## src/rtl/countdown_pkg.sv

```systemverilog
// Shared types and limits for the HH:MM:SS reminder countdown.
// BCD time layout, FSM states and the set_time legality check.
package countdown_pkg;

  typedef enum logic [1:0] {
    ST_IDLE,
    ST_RUN,
    ST_PAUSED,
    ST_ALARM
  } state_e;

  typedef struct packed {
    logic [3:0] h1;
    logic [3:0] h0;
    logic [3:0] m1;
    logic [3:0] m0;
    logic [3:0] s1;
    logic [3:0] s0;
  } bcd_time_t;

  localparam logic [3:0] DIGIT_MAX = 4'd9;
  localparam logic [3:0] TENS_MAX  = 4'd5;

  // Valid BCD digits compare correctly as plain binary.
  function automatic logic time_legal(
    input bcd_time_t  t,
    input logic [3:0] max_h1,
    input logic [7:0] max_hours
  );
    logic ok;
    ok = (t.s0 <= DIGIT_MAX) && (t.m0 <= DIGIT_MAX)
      && (t.h0 <= DIGIT_MAX) && (t.h1 <= DIGIT_MAX)
      && (t.s1 <= TENS_MAX)  && (t.m1 <= TENS_MAX)
      && (t.h1 <= max_h1)
      && ({t.h1, t.h0} <= max_hours);
    return ok;
  endfunction

endpackage

```

## src/rtl/bcd_down_digit.sv

```systemverilog
// One BCD down-counting digit with parallel load.
// Decrements on en & borrow_in; wraps from 0 to WRAP.
module bcd_down_digit #(
  parameter int WRAP = 9
) (
  input  logic       clk,
  input  logic       reset,
  input  logic       load,
  input  logic [3:0] load_val,
  input  logic       en,
  input  logic       borrow_in,
  output logic [3:0] digit,
  output logic       borrow_out
);

  logic [3:0] digit_q;
  logic [3:0] digit_d;

  always_comb begin
    digit_d = digit_q;
    if (load) begin
      digit_d = load_val;
    end else if (en && borrow_in) begin
      digit_d = (digit_q == 4'd0) ? 4'(WRAP) : digit_q - 4'd1;
    end
  end

  always_ff @(posedge clk) begin
    if (!reset) begin
      digit_q <= 4'd0;
    end else begin
      digit_q <= digit_d;
    end
  end

  assign digit      = digit_q;
  assign borrow_out = borrow_in && (digit_q == 4'd0);

endmodule

```

## src/rtl/reminder_countdown.sv

```systemverilog
// Reminder countdown timer: preset, run/pause, alarm with ack/auto-reload.
// Count lives in a six-digit BCD borrow chain driven by the FSM below.
module reminder_countdown
  import countdown_pkg::*;
#(
  parameter int         MAX_H1    = 2,
  parameter logic [7:0] MAX_HOURS = 8'h23
) (
  input  logic        clk,
  input  logic        reset,
  input  logic        tick,
  input  logic        start,
  input  logic        pause,
  input  logic        clear,
  input  logic        ack,
  input  logic        auto_reload,
  input  logic        set_valid,
  input  logic [23:0] set_time,
  output logic [23:0] count,
  output logic        running,
  output logic        alarm,
  output logic        expire,
  output logic        set_err
);

  state_e    state_q, state_d;
  bcd_time_t preset_q, preset_d;
  bcd_time_t count_q;
  bcd_time_t load_val;

  logic running_q, alarm_q, expire_q, set_err_q;
  logic expire_d, set_err_d;
  logic load_en, dec_en;
  logic count_zero, count_one, legal;
  logic [6:0] borrow;

  assign borrow[0]  = 1'b1;
  // Borrow out of the top digit means every digit is zero.
  assign count_zero = borrow[6];
  assign count_one  = (count_q == 24'h000001);
  assign legal = time_legal(set_time, 4'(MAX_H1), MAX_HOURS);

  always_comb begin
    state_d   = state_q;
    preset_d  = preset_q;
    load_en   = 1'b0;
    load_val  = preset_q;
    dec_en    = 1'b0;
    expire_d  = 1'b0;
    set_err_d = 1'b0;
    if (clear) begin
      load_en = 1'b1;
      state_d = ST_IDLE;
    end else if (set_valid && state_q != ST_RUN) begin
      if (legal) begin
        preset_d = set_time;
        load_en  = 1'b1;
        load_val = set_time;
        state_d  = ST_IDLE;
      end else begin
        set_err_d = 1'b1;
      end
    end else if (pause && state_q == ST_RUN) begin
      state_d = ST_PAUSED;
    end else if (start && (state_q == ST_IDLE ||
                           state_q == ST_PAUSED)) begin
      if (!count_zero) state_d = ST_RUN;
    end else if (ack && state_q == ST_ALARM) begin
      load_en = 1'b1;
      state_d = (auto_reload && preset_q != '0) ? ST_RUN : ST_IDLE;
    end else if (tick && state_q == ST_RUN) begin
      dec_en = 1'b1;
      if (count_one) begin
        state_d  = ST_ALARM;
        expire_d = 1'b1;
      end
    end
  end

  always_ff @(posedge clk) begin
    if (!reset) begin
      state_q   <= ST_IDLE;
      preset_q  <= '0;
      running_q <= 1'b0;
      alarm_q   <= 1'b0;
      expire_q  <= 1'b0;
      set_err_q <= 1'b0;
    end else begin
      state_q   <= state_d;
      preset_q  <= preset_d;
      running_q <= (state_d == ST_RUN);
      alarm_q   <= (state_d == ST_ALARM);
      expire_q  <= expire_d;
      set_err_q <= set_err_d;
    end
  end

  bcd_down_digit #(.WRAP(9)) u_s0 (
    .clk(clk), .reset(reset), .load(load_en),
    .load_val(load_val.s0), .en(dec_en),
    .borrow_in(borrow[0]), .digit(count_q.s0),
    .borrow_out(borrow[1])
  );

  bcd_down_digit #(.WRAP(5)) u_s1 (
    .clk(clk), .reset(reset), .load(load_en),
    .load_val(load_val.s1), .en(dec_en),
    .borrow_in(borrow[1]), .digit(count_q.s1),
    .borrow_out(borrow[2])
  );

  bcd_down_digit #(.WRAP(9)) u_m0 (
    .clk(clk), .reset(reset), .load(load_en),
    .load_val(load_val.m0), .en(dec_en),
    .borrow_in(borrow[2]), .digit(count_q.m0),
    .borrow_out(borrow[3])
  );

  bcd_down_digit #(.WRAP(5)) u_m1 (
    .clk(clk), .reset(reset), .load(load_en),
    .load_val(load_val.m1), .en(dec_en),
    .borrow_in(borrow[3]), .digit(count_q.m1),
    .borrow_out(borrow[4])
  );

  bcd_down_digit #(.WRAP(9)) u_h0 (
    .clk(clk), .reset(reset), .load(load_en),
    .load_val(load_val.h0), .en(dec_en),
    .borrow_in(borrow[4]), .digit(count_q.h0),
    .borrow_out(borrow[5])
  );

  bcd_down_digit #(.WRAP(MAX_H1)) u_h1 (
    .clk(clk), .reset(reset), .load(load_en),
    .load_val(load_val.h1), .en(dec_en),
    .borrow_in(borrow[5]), .digit(count_q.h1),
    .borrow_out(borrow[6])
  );

  assign count   = count_q;
  assign running = running_q;
  assign alarm   = alarm_q;
  assign expire  = expire_q;
  assign set_err = set_err_q;

endmodule

```

## config.mk

```make
export PLATFORM = sky130hd
export DESIGN_NAME = reminder_countdown
export DESIGN_NICKNAME = d
export VERILOG_FILES = /design/src/rtl/countdown_pkg.sv /design/src/rtl/bcd_down_digit.sv /design/src/rtl/reminder_countdown.sv
export SDC_FILE = /design/constraint.sdc
export NUM_CORES = 1
export LEC_CHECK = 0
export BUFFER_PORTS_ARGS = -buffer_cell sky130_fd_sc_hd__buf_4
export CAP_MARGIN = 20
export CORE_ASPECT_RATIO = 1.5
export CORE_MARGIN = 2
export CORE_UTILIZATION = 35
export DETAILED_ROUTE_END_ITERATION = 16
export PLACE_DENSITY = 0.62
export SYNTH_ARGS = -nofsm -noshare
export SYNTH_HDL_FRONTEND = slang
export SYNTH_SLANG_ARGS = --single-unit
```

## constraint.sdc

```tcl
create_clock -name clk -period 2.3 [get_ports clk]
set_clock_uncertainty 0.15 [all_clocks]
set_input_delay 0.46 -clock clk [delete_from_list [all_inputs] [get_ports clk]]
set_output_delay 0.46 -clock clk [all_outputs]
set_load 0.01 [all_outputs]
```

# Yosys cells after proc, flatten, opt, wreduce, memory -nomap -nowiden
# Index checks and enable logic that the tools add are counted.
[classes]
add_sub_neg = 6
order_cmp = 8
n_eq_ne = 7
n_mux = 45
bitwise_logic = 3
n_reduce_logical = 40
[op_table]
columns = ["op", "n"]
rows = [
  ["24-bit two-way mux", 3],
  ["4-bit two-way mux", 18],
  ["24-bit by 1-bit equality test with 1-bit output (second input constant)", 1],
  ["4-bit zero test", 6],
  ["24-bit nonzero test", 1],
  ["4-bit by 1-bit subtractor with 4-bit output (second input constant)", 6],
  ["1-bit logical AND", 23],
  ["2-bit two-way mux", 9],
  ["4-bit less-or-equal comparator (second input constant)", 4],
  ["1-bit two-way mux", 15],
  ["2-bit nonzero test", 6],
  ["4-bit by 3-bit less-or-equal comparator with 1-bit output (second input constant)", 2],
  ["8-bit by 6-bit less-or-equal comparator with 1-bit output (second input constant)", 1],
  ["7-bit OR reduction", 1],
  ["2-bit equality test (second input constant)", 3],
  ["2-bit by 1-bit equality test with 1-bit output (second input constant)", 2],
  ["4-bit by 2-bit less-or-equal comparator with 1-bit output (second input constant)", 1],
  ["1-bit inverter", 3],
  ["3-bit OR reduction", 1],
  ["2-bit zero test", 1],
  ["2-bit by 1-bit != test with 1-bit output (second input constant)", 1],
  ["1-bit logical OR", 1],
]
[word_totals]
reg_bits = 54
in_bits = 33
out_inout_bits = 28
elab_cells = 126

# Longest topological paths before layout
# Gate-level depths: netlist of run 1.
[depth]
word_depth = 12
mapped_depth = 9
mapped_depth_nobuf = 7

# Modules after synthesis
# Synthesis of run 1 repeated with hierarchy kept, for this count alone.
[unflattened]
cells_unflattened = 292
hier_area_um2 = 2787.7
[modules_own_cells]
columns = ["module", "instances", "cells_per_inst", "area_per_inst_um2", "seq_area_each_um2"]
rows = [
  ["reminder_countdown", 1, 145, 1433.9, 600.6],
  ["bcd_down_digit at u_h0 ...", 3, 24, 221.5, 80.1],
  ["bcd_down_digit at u_m1 ...", 2, 22, 209.0, 80.1],
  ["bcd_down_digit at u_h1", 1, 31, 271.5, 80.1],
]

# Worst setup path after synthesis of run 1
# OpenSTA, ideal clock, no wires.
[synth_timing]
path_type = "input to register"
start = "input port clear"
end = "register u_m1.digit_q[3], in the netlist u_m1.digit[3]"
setup_time_ns = 0.117
arrival_time_ns = 2.176
required_time_ns = 2.033
slack_ns = -0.143
cell_stages = 7
n_path_buf = 1
path_cell_list = "or3b_4 -> or4_4 -> buf_6 -> or2_4 -> or4_1 -> nand3_1 -> a21boi_1"
[synth_via]
elab_chain_len = 3
elab_cells_between_ends = 6
classes_between = "mux (4); reduce/logical (2)"
[synth_lines]
columns = ["element", "line_no", "source"]
rows = [
  ["start: declaration", "reminder_countdown.sv:14", "input logic clear,"],
  ["1-bit two-way mux", "reminder_countdown.sv:51", "if (clear) begin"],
  ["1-bit logical AND", "bcd_down_digit.sv:23", "end else if (en && borrow_in) begin"],
  ["2-bit nonzero test (no source line)", "--", ""],
  ["end signal: assignment", "bcd_down_digit.sv:32", "digit_q <= digit_d;"],
  ["end: declaration", "bcd_down_digit.sv:16", "logic [3:0] digit_q;"],
]
# Several ways; a longest one is shown, not always the timed one.
# A chain may end at the register's enable or synchronous reset.

# Final worst setup path of run 1
# Same ends and word-level chain as after synthesis.

==> results.toml, run 1 <==
[clock_tree]
clock_path_buffers = 2
cts.sinks = 54
clk_latency_ns = 0.29
path_clk_slew_ns = 0.07
cts_setup_buffers = 0
cts_tree = "yes"
htreeDepth = 2
cts_root_buffer = "clkbuf_16"
numCtsBuffers = 5

[routing]
dr.pass1.iters = 4
routedWlPerCell_microns = 14.5
drt-initial-drc-count = 85
met1_length_microns = 3200
num_vias = 2671
via_per_inst = 5.15
ant_nets = 0
top_layer = "met4"
wl_met2_microns = 3850
drc = 0
dr_wl_met3_microns = 326
routed_wl_microns = 7510

[setup_path]
crit_path_end_kind = "flop"
start_kind = "input port"
cp_max_fo = 4
path_cells = "buf_4 -> or3b_4 -> or4_4 -> or2_4 -> or4_1 -> nand3_1 -> a21boi_1"
critPathKind = "in2reg"
cp.required_ns = 2.33
critical-path-top-delay-family = "simple AND/OR/NAND/NOR gates"
cp.arrival_ns = 2.26
path_buf_inv = 1
r2r_slack_ns = 0.10
cp_slowest_stage_delay_ns = 0.46
r2r_cells = 6
cp_slowest_cell = "or4_4"
reg2reg_to = "u_m1.digit[3]$_SDFFE_PN0P_"
r2r_start = "state_q[0]$_SDFF_PN0_"

[floorplan]
core.rowCount = 39
die_y_microns = 112
dieArea_sq_um = 8480
initial_utilization_pct = 35.8
coreArea_sq_um = 7560
die_w_microns = 75.8
pin_count = 61

[layout]
n_antenna_cell = 0
final_layout_size_suffix_gt1_share_pct = 32.1
fillers = 747
syn2layout_area_growth_pct = 39.5
seqCellArea_sq_um = 1080
multi_input_area_sq_um = 1570
nets = 450

[synth]
synth_adder_area_share_pct = 0.462
synth_edf_count = 0
synthTopCellsByArea = "dfxtp_1 (40%), mux2i_1 (7.4%), nand2_1 (7.3%)"
post-synth-top-area-cell = "dfxtp_1"
syn_inst = 316
synth_compound_area_share_pct = 15.1
synth-main-ff-cell = "dfxtp_1"
synth.most_common_cell = "dfxtp_1"
synth_area_sq_um = 2710
synth_top_cells_by_count = "dfxtp_1 (54), nand2_1 (53), mux2i_1 (20)"
async_reset_ff_share_pct = 0
ys_warn_count = 0
yosysUniqueCellTypes = 58
avgSynthCellArea_sq_um = 8.58
synth_top_area_share_pct = 39.9
synth_nets = 350
seq_area_frac_synth_pct = 39.9
synth_xor_area_share_pct = 1.62
synth_top_family_by_area = "simple AND/OR/NAND/NOR gates"
synth.area.mux_share_pct = 7.80
synth-seq-cells = 54
synth_simple_gate_area_share_pct = 31.9

[power_and_ir_drop]
powerDensity_nw_per_um2 = 537
total_power_mw = 2.03
total_leakage_power_nw = 1.76
irDropWorstVdd_uv = 424

[hold_path]
holdPathEnd = "preset_q[12]$_SDFF_PN0_"
hp-start = "set_time[12]"
hp-class = "in2reg"
holdPathStages = 3

[sta]
tns_ns = 0
slew_violations = 0
layout_min_cycle_time_ns = 2.23
hold_viol_final = 0
slew-limit-headroom_pct = 68.3
worstMarginPinSlew_ns = 0.464
rsz0062_at_grt = "false"
period_share_pct = 96.9
fmax_ghz = 0.449
setup-violations-final = 0

[global_routing]
grt_use_total_pct = 19.1
grt_pass1_vias = 2640
grt_overflow = 0
grt_antenna_before_repair = 0
grt_max_degree = 57
grt_pass1_wl_microns = 12600

[flow_run]
maxCapViolations = 0

[place]
placement.io_buffers = 60
gp_congestion = 0.859
place_hpwl_microns = 5740

[outcome]
outcome = "completed"
[sequential cells by signal, summed over array words and instances (netlist names)]
name,flops
u_h1.digit,4
expire,1
u_m1.digit,4
alarm,1
running,1
state_q,2
u_s1.digit,4
set_err,1
u_h0.digit,4
preset_q,24
u_m0.digit,4
u_s0.digit,4
[cell type report]
| class | instances | area share [%] |
|---|---|---|
| repair buffers | 109 | 22.0 |
| well taps | 102 | 3.38 |
| flip-flops and latches | 54 | 28.6 |
| multi-input cells | 242 | 41.6 |
| inverters | 4 | 0.397 |
| clock buffers | 6 | 3.67 |
| clock inverters | 2 | 0.331 |
[cell usage in the layout, fill, tap and decap left out, types with 2 or more instances in the layout]
cell type and count:
clkbuf_16 5, o21a_1 3, and3b_1 4, nor3_1 10
o211a_1 4, nand4_1 4, nor2_1 17, inv_1 4
or2_2 2, o211ai_1 3, o311a_1 2, mux2i_1 20
a211oi_1 2, o311ai_0 3, nand2b_1 3, or4_1 2
a21boi_0 2, a32oi_1 2, buf_4 108, and4b_1 3
nand3b_1 2, nor2b_1 18, o21ai_0 16, nor4_1 7
and3_1 10, nand3_1 9, nor4_2 2, nor3b_1 2
a21oi_1 5, dfxtp_1 53, xnor2_1 4, nand2_1 53
[worst register-to-register path, stage by stage (launching register included)]
cell      delay (ns)
dfxtp_2         0.33
or2b_4          0.27
or4_4           0.51
or2_4           0.29
or4_1           0.40
nand3_1         0.08
a21boi_1        0.06
[worst max-delay path by stage]
stage / startpoint / to / slack (ns) / cells after the start
detailed placement: clear / u_m1.digit[3]$_SDFFE_PN0P_ / -0.23 / 7
CTS: state_q[0]$_SDFF_PN0_ / u_m1.digit[3]$_SDFFE_PN0P_ / 0.08 / 6
global route: clear / u_m1.digit[3]$_SDFFE_PN0P_ / 0.01 / 7
floorplan: clear / u_m1.digit[3]$_SDFFE_PN0P_ / -0.13 / 7
global placement: clear / u_m1.digit[3]$_SDFFE_PN0P_ / -0.19 / 7
finish: clear / u_m1.digit[3]$_SDFFE_PN0P_ / 0.07 / 7
[metal layers]
metal	up-vias	GRT usage (%)
met1	1253	24.3
met4	0	6.67
li1	1343	-
met2	65	32.0
met5	-	0
met3	10	2.81
[repair_timing]
item	CTS	global route
gates resized for setup	0	3
endpoints found under the setup margin	0	2
hold buffers	0	0
[stage by stage]
step | instances | setup WS [ns] | util, % | cell area [sq um] | hold WS (ns)
floorplan | 316 | -0.129 | - | 2760 | 0.301
finish | 519 | 0.0721 | 50.0 | 3780 | 0.296
global route | 519 | 0.0145 | 50.0 | 3780 | 0.326
CTS | 519 | 0.0807 | 49.9 | 3770 | 0.293
global placement | 511 | -0.186 | 47.9 | 3620 | 0.317
detailed placement | 511 | -0.228 | 47.9 | 3620 | 0.338
[report_power, final]
group	internal (mW)	leakage [nW]	switching, mW
clock	0.432	0.0729	0.339
combinational	0.152	1.25	0.141
sequential	0.952	0.438	0.0148
[logic make-up after synthesis]
logic type | count (synthesis)
AO/OA/AOI/OAI | 56
XOR/XNOR | 5
adder cells (fa/ha/maj) | 1
buffers and inverters | 20
flip-flops | 54
multiplexers | 21
AND/OR/NAND/NOR | 159
Note: power is estimated with default switching activity, not from simulation.
==> run 2, diff against run 1 <==
--- a/config.mk
+++ b/config.mk
@@ -11,7 +11,7 @@
 export CORE_MARGIN = 2
 export CORE_UTILIZATION = 35
 export DETAILED_ROUTE_END_ITERATION = 16
-export PLACE_DENSITY = 0.62
+export PLACE_DENSITY = 0.6
 export SYNTH_ARGS = -nofsm -noshare
 export SYNTH_HDL_FRONTEND = slang
 export SYNTH_SLANG_ARGS = --single-unit
==> constraint.sdc (replaced) <==
create_clock -name clk -period 2.2 [get_ports clk]
set_clock_uncertainty 0.15 [all_clocks]
set_input_delay 0.44 -clock clk [delete_from_list [all_inputs] [get_ports clk]]
set_output_delay 0.44 -clock clk [all_outputs]
set_load 0.01 [all_outputs]
==> results.toml, run 2 (synthesis results as in run 1) <==
[setup_path]
path_buf_inv = 0
start_kind = "flop"
r2r_slack_ns = 0.02
cp_slowest_stage_delay_ns = 0.51
r2r_cells = 6
path_cells = "or2b_4 -> or4_4 -> or2_4 -> or4_4 -> nand3_2 -> a21boi_1"
cp.required_ns = 2.23
r2r_start = "state_q[0]$_SDFF_PN0_"
cp.arrival_ns = 2.21
critical-path-top-delay-family = "simple AND/OR/NAND/NOR gates"
crit_path_end_kind = "flop"
cp_slowest_cell = "or4_4"
cp_max_fo = 4
critPathKind = "reg2reg"
cpMostUsedCell = "or4_4"
reg2reg_to = "u_m1.digit[3]$_SDFFE_PN0P_"

[clock_tree]
cts_setup_buffers = 0
cts_tree = "yes"
numCtsBuffers = 5
clk_latency_ns = 0.29
ctsHoldBuffers = 0
clock_path_buffers = 2
cts_root_buffer = "clkbuf_16"
cts.sinks = 54
htreeDepth = 2
path_clk_slew_ns = 0.07

[routing]
routedWlPerCell_microns = 15.0
drt-initial-drc-count = 67
routed_wl_microns = 7910
ant_nets = 0
dr.pass1.iters = 4
via_per_inst = 5.20
drc = 0
num_vias = 2740

[sta]
fmax_ghz = 0.459
rsz0062_at_grt = "true"
slew_violations = 0
period_share_pct = 99.0
slew-limit-headroom_pct = 67.5
setup-violations-final = 0
worstMarginPinSlew_ns = 0.476
hold_viol_final = 0
layout_min_cycle_time_ns = 2.18

[flow_run]
maxCapViolations = 0

[place]
place_hpwl_microns = 5850
placement.io_buffers = 60
placed_area_sq_um = 3710
gp_congestion = 0.827
numPlacedInstances = 521

[power_and_ir_drop]
powerDensity_nw_per_um2 = 536
total_power_mw = 2.12
irDropWorstVdd_uv = 388
total_leakage_power_nw = 1.80

[layout]
largest_register_ffs = 24
syn2layout_area_growth_pct = 45.9
multi_input_area_sq_um = 1670
n_antenna_cell = 0
fin_cells = 527
largest_register = "preset_q"
final_util_pct = 52.3
nets = 460
final_common_cell = "buf_4"
most-common-layout-cells = "buf_4 (115), nand2_1 (53), dfxtp_1 (53), nor2b_1 (18)"
fillers = 752
seqCellArea_sq_um = 1080
final_layout_size_suffix_gt1_share_pct = 36.2
final_area_sq_um = 3950

[floorplan]
die_w_microns = 75.8
initial_utilization_pct = 35.8
dieArea_sq_um = 8480
core.rowCount = 39
pin_count = 61
die_y_microns = 112
coreArea_sq_um = 7560

[hold_path]
holdPathStages = 3
hp-class = "in2reg"
hp-start = "set_time[16]"
holdPathEnd = "preset_q[16]$_SDFF_PN0_"

[global_routing]
grt_pass1_wl_microns = 12400
grt_max_degree = 57
grt_antenna_before_repair = 0
grt_use_total_pct = 18.7
grt_pass1_vias = 2649
grt_overflow = 0

[outcome]
outcome = "completed"
run 2: cell types whose count changed in the layout (fill, tap and decap cells not counted), moves of 2 or more:
cell and delta:
o21ai_0 -2, buf_6 +3, nor4_4 +2, or4_1 -2, mux2i_1 -4, mux2i_2 +3, or4_4 +2, o21ai_1 +2
buf_4 +7
run 2: area by class of cell:
cell class | instances | area share, %
repair buffers | 119 | 23.2
clock buffers | 6 | 3.51
multi-input cells | 242 | 42.3
well taps | 102 | 3.23
flip-flops and latches | 54 | 27.4
inverters | 4 | 0.380
run 2: worst max path at each step:
stage	from	end	slack (ns)	depth (start not counted)
3_5_place_dp	set_time[18]	u_m0.digit[0]$_SDFFE_PN0P_	-0.38	8
4_1_cts	clear	u_m1.digit[3]$_SDFFE_PN0P_	0.003	7
6_report	state_q[0]$_SDFF_PN0_	u_m1.digit[3]$_SDFFE_PN0P_	0.02	6
2_1_floorplan	clear	u_m1.digit[3]$_SDFFE_PN0P_	-0.21	7
5_1_grt	state_q[0]$_SDFF_PN0_	u_m0.digit[2]$_SDFFE_PN0P_	-0.04	8
3_3_place_gp	set_time[18]	u_m0.digit[0]$_SDFFE_PN0P_	-0.35	8
run 2: worst register-to-register path, cell delays in order, from the launching register on:
cell and delay, ns:
dfxtp_2 0.32, or2b_4 0.27, or4_4 0.51, or2_4 0.27, or4_4 0.42, nand3_2 0.07
a21boi_1 0.06
run 2: timing repair:
action,CTS,global route
pin swaps,1,0
gates resized for setup,1,22
setup endpoints to repair,13,19
endpoints found under the hold margin,0,0
run 2: through the flow:
step	hold slack [ns]	setup TNS (ns)	worst slack (ns)
after global routing	0.297	-0.0660	-0.0428
final	0.277	0	0.0222
after detailed placement	0.323	-11.00	-0.381
after global placement	0.322	-9.94	-0.349
after CTS	0.277	0	0.00252
after floorplan	0.301	-1.53	-0.209
run 2: metal layers:
metal,track usage (%),part of all wire (%),routed length (microns),vias to the layer above
li1,-,-,-,1366
met1,23.6,43,3390,1309
met2,31.9,53,4170,56
met3,2.90,3.0,235,9
met4,5.26,1.4,113,0
met5,0,0,0,-
run 2: power breakdown:
part           total (mW)  switching [mW]  leakage [nW]  internal [mW]
logic               0.334           0.161          1.29          0.173
registers            1.01          0.0138         0.438          0.995
clock network       0.777           0.336        0.0688          0.441
total                2.12           0.511          1.80           1.61
